[src/rtl/db_arbiter.sv]
// Data-break arbiter: grants one of NREQ requesters a CPU data-break cycle; DB_ROUND_ROBIN_EN selects round-robin over fixed priority.
// Latency: req to data_break 2 cycles, DB1 state to ack 1 cycle; WAIT aborts after TMO cycles without DB1.
// Backpressure: requests are level-held until ack; losers simply stay pending, nothing is dropped.
module db_arbiter #(
  parameter int          NREQ     = 4,
  parameter logic [4:0]  DB1_CODE = 5'd10,
  parameter int          TMO      = 1023
) (
  input  logic                 clk,
  input  logic                 reset,
  input  logic [NREQ-1:0]      req,
  input  logic [NREQ*15-1:0]   req_addr,
  input  logic [NREQ-1:0]      req_wr,
  input  logic [NREQ*12-1:0]   req_wdata,
  output logic [NREQ-1:0]      ack,
  output logic [11:0]          rdata,
  output logic [NREQ-1:0]      tmo_err,
  input  logic [4:0]           state,
  output logic                 data_break,
  output logic                 to_disk,
  output logic [14:0]          dmaAddr,
  output logic [11:0]          dmaDOUT,
  input  logic [11:0]          dmaDIN
);

  localparam int IW = (NREQ > 1) ? $clog2(NREQ) : 1;
  localparam int CW = $clog2(TMO + 1);

  localparam logic [1:0] S_IDLE  = 2'd0;
  localparam logic [1:0] S_ISSUE = 2'd1;
  localparam logic [1:0] S_WAIT  = 2'd2;
  localparam logic [1:0] S_DONE  = 2'd3;

  logic [1:0]      fsm;
  logic [IW-1:0]   win_q;
  logic [IW-1:0]   win_nxt;
  logic [CW-1:0]   tmo_cnt;
  logic [NREQ-1:0] req_q;

`ifdef DB_ROUND_ROBIN_EN
  logic [IW-1:0] rr_ptr;

  // Scan downward so the candidate closest to rr_ptr is assigned last and wins.
  always_comb begin
    win_nxt = '0;
    for (int k = NREQ - 1; k >= 0; k--) begin
      if (req[(int'(rr_ptr) + k) % NREQ]) win_nxt = IW'((int'(rr_ptr) + k) % NREQ);
    end
  end
`else
  always_comb begin
    win_nxt = '0;
    for (int k = NREQ - 1; k >= 0; k--) begin
      if (req[k]) win_nxt = IW'(k);
    end
  end
`endif

  always_ff @(posedge clk or negedge reset) begin
    if (!reset) begin
      fsm        <= S_IDLE;
      win_q      <= '0;
      tmo_cnt    <= '0;
      req_q      <= '0;
      ack        <= '0;
      rdata      <= '0;
      tmo_err    <= '0;
      data_break <= 1'b0;
      to_disk    <= 1'b0;
      dmaAddr    <= '0;
      dmaDOUT    <= '0;
`ifdef DB_ROUND_ROBIN_EN
      rr_ptr     <= '0;
`endif
    end else begin
      ack     <= '0;
      req_q   <= req;
      // Falling req clears the flag; a timeout set later in this block takes precedence.
      tmo_err <= tmo_err & ~(req_q & ~req);
      case (fsm)
        S_IDLE: begin
          if (|req) begin
            win_q   <= win_nxt;
            dmaAddr <= req_addr[int'(win_nxt) * 15 +: 15];
            to_disk <= req_wr[win_nxt];
            dmaDOUT <= req_wdata[int'(win_nxt) * 12 +: 12];
            fsm     <= S_ISSUE;
          end
        end
        S_ISSUE: begin
          data_break <= 1'b1;
          tmo_cnt    <= '0;
          fsm        <= S_WAIT;
        end
        S_WAIT: begin
          if (state == DB1_CODE) begin
            data_break <= 1'b0;
            fsm        <= S_DONE;
          end else if (tmo_cnt >= CW'(TMO - 1)) begin
            data_break     <= 1'b0;
            tmo_err[win_q] <= 1'b1;
            fsm            <= S_IDLE;
          end else begin
            tmo_cnt <= tmo_cnt + CW'(1);
          end
        end
        S_DONE: begin
          rdata      <= dmaDIN;
          ack[win_q] <= 1'b1;
`ifdef DB_ROUND_ROBIN_EN
          rr_ptr     <= (win_q == IW'(NREQ - 1)) ? '0 : win_q + IW'(1);
`endif
          fsm        <= S_IDLE;
        end
        default: fsm <= S_IDLE;
      endcase
    end
  end

endmodule

[config.mk]
export PLATFORM = sky130hd
export DESIGN_NAME = db_arbiter
export DESIGN_NICKNAME = d
export VERILOG_FILES = /design/src/rtl/db_arbiter.sv
export SDC_FILE = /design/constraint.sdc
export NUM_CORES = 1
export LEC_CHECK = 0
export BUFFER_PORTS_ARGS = -buffer_cell sky130_fd_sc_hd__buf_2
export CAP_MARGIN = 20
export CORE_ASPECT_RATIO = 1.2
export CORE_MARGIN = 2
export CORE_UTILIZATION = 49
export DETAILED_ROUTE_END_ITERATION = 7
export HOLD_SLACK_MARGIN = 0.03
export PLACE_DENSITY = 0.85
export SYNTH_ARGS = -nofsm -noshare
export SYNTH_HDL_FRONTEND = slang
export SYNTH_SLANG_ARGS = --single-unit
[constraint.sdc]
create_clock -name clk -period 3.6 [get_ports clk]
set_input_delay 0.36 -clock clk [delete_from_list [all_inputs] [get_ports clk]]
set_output_delay 0.36 -clock clk [all_outputs]
set_load 0.01 [all_outputs]
# [Yosys cells after proc, flatten, opt, wreduce, memory -nomap -nowiden]
# Cells that the tools add are included.
[totals] ff_bits=67 output_inout_bits=49 inputBits=135 elab_cells=63
[op_classes] order_cmp=4 muxes=22 mul=2 n_eq_ne=8 shifts=2 bitwise_logic=5 addsub=1 reduce_logical=8
[ops] cell="variable part select 60 x 7 -> 15 bit" count=1
[ops] cell="variable part select 48 x 7 -> 12 bit" count=1
[ops] cell="two-way mux 10 bit" count=2
[ops] cell="case mux 10 bit (2 select lines)" count=1
[ops] cell="two-way mux 4 bit" count=4
[ops] cell="two-way mux 2 bit" count=7
[ops] cell="adder 10 x 1 -> 10 bit (second input constant)" count=1
[ops] cell=">= comparator 10 bit (second input constant)" count=1
[ops] cell="bitwise AND 4 bit" count=2
[ops] cell="inverter 4 bit" count=2
[ops] cell="case mux 2 bit (4 select lines)" count=1
[ops] cell="< comparator 2 x 3 -> 1 bit (second input constant)" count=2
[ops] cell="multiplier 2 x 4 -> 6 bit (second input constant)" count=1
[ops] cell="inequality test 2 bit (second input constant)" count=3
[ops] cell="AND reduction 2 bit" count=3
[ops] cell="== test 5 x 4 -> 1 bit (second input constant)" count=1
[ops] cell="== test 2 bit (second input constant)" count=2
[ops] cell="multiplier 2 x 2 -> 4 bit (second input constant)" count=1
[ops] cell="two-way mux 1 bit" count=4
[ops] cell="bitwise OR 4 bit" count=1
[ops] cell="OR reduction 4 bit" count=1
[ops] cell="inequality test 3 bit (second input constant)" count=1
[ops] cell="AND reduction 3 bit" count=1
[ops] cell="binary-select mux 1 bit (select 2 bit)" count=1
[ops] cell="other kinds (7)" count=7

# [Logic depth before layout (Yosys ltp)]
[depth] ltp_word=8 ltp_mapped=7 ltp_nobuf=6

# [Least setup slack after synthesis]
# Ideal clock, no wire load.
[synth_path] path_type="register to register" start="reg tmo_cnt[0]" end="reg tmo_cnt[5]" arrival_ps=1656 n_path_buf=1 required_time_ps=3456 setup_slack_ps=1800 stages_incl_launch_ff=8 period_less_slack_ps=1800 cell_sequence="dfrtp_1 inv_1 ha_1 o2111a_1 and4_4 buf_4 o311ai_0 o311ai_1"
[synth_between] elab_chain_cells=4 elab_cells_between_ends=7 classes_between="add/sub (1); order compare (1); eq/ne (1); mux (3); reduce/logical (1)"
[synth_lines] item="start, declared" line="37" text="logic [CW-1:0] tmo_cnt;"
[synth_lines] item="start signal, assigned" line="104" text="tmo_cnt <= tmo_cnt + CW'(1);"
[synth_lines] item="adder 10 x 1 -> 10 bit" line="104"
[synth_lines] item="two-way mux 10 bit" line="99" text="end else if (tmo_cnt >= CW'(TMO - 1)) begin"
[synth_lines] item="two-way mux 10 bit" line="96" text="if (state == DB1_CODE) begin"
[synth_lines] item="case mux 10 bit (2 select lines)" line="80" text="case (fsm)"
# Several ways; a longest one is shown, not always the timed one. The select of a mux whose other input is x is not followed.
# A chain may end at the register's enable or synchronous reset.

# [Worst setup path after layout]
[layout_path] start="reg fsm[0]" end="reg dmaAddr[9]"
[layout_between] elab_chain_cells=2
[layout_lines] item="start, declared" line="34" text="logic [1:0] fsm;"
[layout_lines] item="start signal, assigned" line="61" text="fsm <= S_IDLE;"
[layout_lines] item="start signal, assigned" line="87" text="fsm <= S_ISSUE;"
[layout_lines] item="start signal, assigned" line="93" text="fsm <= S_WAIT;"
[layout_lines] item="logical NOT 2 bit" line="80"
[layout_lines] item="AND reduction 2 bit (no source line)"
[layout_lines] item="end signal, assigned" line="84" text="dmaAddr <= req_addr[int'(win_nxt) * 15 +: 15];"
[layout_lines] item="end, declared" line="21" text="output logic [14:0] dmaAddr,"
# No other way between the ends.

==> summary.md <==
| Metric | Value |
|---|---|
| Status | `finished clean` |
| Power per standard cell area | `663 nW/µm²` |
| WL per Instance | `17.4 µm` |
| Reg2Reg Setup Slack | `1.47 ns` |
| Setup crit start | `fsm[0]$_DFFE_PN0P_` |
| Ports | `184` |
| Syn. warnings | `0` |
| DRC Markers | `0` |
| Antenna violations before repair | `0` |
| Worst-Margin Slew | `0.956 ns` |
| Primary FF master, synth | `dfrtp_1` |
| FF+latch area | `1680 µm²` |
| Final setup vio count | `0` |
| Largest net degree at the start of global routing | `58` |
| Worst Setup Path Type | `reg -> reg` |
| Worst EP required | `3.83 ns` |
| ANT cells | `0` |
| Max Cap Viol | `0` |
| Grt ovf | `0` |
| CTS HTree Levels | `3` |
| Post-Route Setup TNS | `0 ns` |
| DP HPWL | `7720 µm` |
| Hold path depth | `1` |
| Non-filler instance count after layout | `597` |
| Worst R2R End | `dmaAddr[9]$_DFFE_PN0P_` |
| FILL cells | `523` |
| Placed Instance Area | `4490 µm²` |
| Die span in x | `81.6 µm` |
| R2r startpoint | `fsm[0]$_DFFE_PN0P_` |
| Hold Path Class | `in -> reg` |
| Mean Syn Cell Area | `10.9 µm²` |
| Final min period | `2.13 ns` |
| Pre-antenna DRT Iters | `4` |
| Rows | `33` |
| Die ar. | `7920 µm²` |
| Synth Cell Area | `3540 µm²` |
| Commonest non-fill, non-tap cell in the layout | `buf_2` |
| Netlist cell types | `41` |
| Worst EP arrival | `2.35 ns` |
| Pleak | `0.00260 µW` |
| Placed cells | `577` |
| Post-CTS resize count | `0` |
| Peak VDD IR | `0.440 mV` |
| Routed Antenna Nets | `0` |
| NetSw | `1150 µW` |
| Clk pwr share | `0.239` |
| Layout Nets | `647` |
| Core box area | `6940 µm²` |
| P&R area growth vs syn | `35.5%` |
| Unrepaired setup endpoints after global routing | `false` |
| Startpoint types | `flip-flop` |
| Fraction of registers with async set/reset | `1.00` |
| CTS root buf | `clkbuf_8` |
| Yosys reg bits | `67` |
| Cells after synthesis | `326` |
| Final instance area | `4800 µm²` |
| Die height | `97.1 µm` |
| CP endpoint kind | `flip-flop` |
| Final hold violation count | `0` |
| Worst Hold Path EP | `req_q[2]$_DFF_PN0_` |
| Layout cell share with drive strength beyond 1 | `0.429` |
| Comb pwr share | `0.390` |
| Post-synthesis sequential area ratio | `0.474` |
| Clock sink count | `67` |
| Fin crit share | `0.591` |
| Clock tree buffer depth | `2` |
| TritonCTS clock tree | `done` |
| Clock transition at path regs | `0.07 ns` |
| PortBufs | `183` |
| Worst Path Max Fanout | `28` |
| Vias in the first global route | `3,322` |
| Reg power frac | `0.371` |
| Net Sw Frac | `0.360` |
| Vias | `3,410` |
| Vias/cell | `5.71` |
| Slew HR | `0.361` |
| FMAX | `470 MHz` |
| Cells on worst reg2reg path | `5` |
| Min Hold Slack | `0.195 ns` |
| Clock skew | `0.0140 ns` |
| Max Slew Vio Count | `0` |
| Min-delay src | `req[2]` |
| Multi-input logic area | `1740 µm²` |
| Post-Syn Nets | `468` |
| Final wirelength | `10,400 µm` |
| First-pass GRT wire length | `16,300 µm` |
| P_int | `2040 µW` |
| Commonest non-fill, non-tap cells in the layout | `buf_2, dfrtp_1, mux2i_1` |
| Clock latency on the worst-skew pair | `0.34 ns` |
| EDFF count, synth | `0` |
| GRT Util Overall | `0.266` |
| Gp weighted congestion | `0.931` |
| Starting DRT DRC Count | `248` |
| CTS Buf Count | `9` |
| Initial core utilization | `0.510` |
cell families (layout without fill, tap and decap cells):
family	after synthesis	after routing	share of synthesized area
AOI/OAI and AO/OA	67	67	0.150
adders and majority gates	7	7	0.0247
buffers and inverters	32	216	0.0399
DFF	67	67	0.474
muxes	68	68	0.197
and+or+nand+nor	85	85	0.115
state kept, by name (all words and copies together) (netlist names):
register and cells:
dmaAddr 15, dmaDOUT 12, rdata 12, tmo_cnt 10, ack 4, req_q 4
tmo_err 4, fsm 2, win_q 2, data_break 1, to_disk 1
power groups by stage:
| stage | combinational, µW | sequential (µW) | clock (µW) |
|---|---|---|---|
| CTS | 1210 | 1180 | 775 |
| global placement | 1160 | 1180 | 0 |
| floorplan | 608 | 1270 | 0 |
| detailed placement | 1210 | 1180 | 0 |
| global route | 1350 | 1210 | 804 |
| finish | 1240 | 1180 | 760 |
stage by stage:
step                      power [µW]   util  worst slack, ns
after detailed placement        2390  0.648             1.38
after global placement          2340  0.648             1.50
after global routing            3370  0.691             1.30
after floorplan                 1880      -             1.80
final                           3180  0.691             1.47
after CTS                       3160  0.683             1.49
metal layers:
layer	wire length (µm)	share of wire	vias up	global-route usage
li1	-	-	1588	-
met1	3990	0.39	1631	0.331
met2	5550	0.54	179	0.453
met3	658	0.063	12	0.0558
met4	167	0.016	0	0.0910
met5	0	0	-	0
how the worst max path moves through the flow:
stage                                   to  slack (ns)
finish              dmaAddr[9]$_DFFE_PN0P_        1.47
global route        dmaDOUT[8]$_DFFE_PN0P_        1.30
CTS                 dmaAddr[9]$_DFFE_PN0P_        1.49
detailed placement  dmaAddr[9]$_DFFE_PN0P_        1.38
global placement      win_q[0]$_DFFE_PN0P_        1.50
floorplan           tmo_cnt[5]$_DFFE_PN0P_        1.80
cells in the mapped netlist (2+ instances only):
library cell	instances	area share
and3_1	2	0.0035
nand4_1	2	0.0035
a221o_1	2	0.0057
buf_4	5	0.011
o21a_1	2	0.0042
nor3_1	3	0.0042
nand2_1	46	0.049
clkbuf_1	14	0.015
nor3b_1	2	0.0042
o31ai_1	3	0.0064
mux2_2	12	0.038
buf_2	2	0.0028
ha_1	7	0.025
nand3_1	5	0.0071
o21ai_0	11	0.016
inv_1	11	0.012
or3_1	4	0.0071
mux2i_1	56	0.16
nor2_1	9	0.0095
and4_1	4	0.0099
o311ai_0	5	0.012
o311ai_1	4	0.0099
o221ai_1	29	0.072
dfrtp_1	67	0.47
a21oi_1	2	0.0028
a31oi_1	2	0.0035
repair_timing:
item | 4_1_cts | 5_1_grt
hold buffers | 0 | 1
setup buffers | 0 | 0
hold endpoints to repair | 0 | 8
worst max-delay path, cell delays in order, from the launching register on:
cell      delay, ns
dfrtp_1        0.41
inv_1          0.16
ha_1           0.28
o21a_1         0.17
nand2_1        0.55
o221ai_1       0.45
final cells by class:
type / count / share of cell area
inverters: 11 / 0.00861
well taps: 87 / 0.0227
clock buffers: 11 / 0.0295
repair buffers: 189 / 0.207
flip-flops and latches: 67 / 0.350
multi-input cells: 227 / 0.362
clock inverters: 5 / 0.0209
Note: power is estimated with default switching activity, not from simulation.
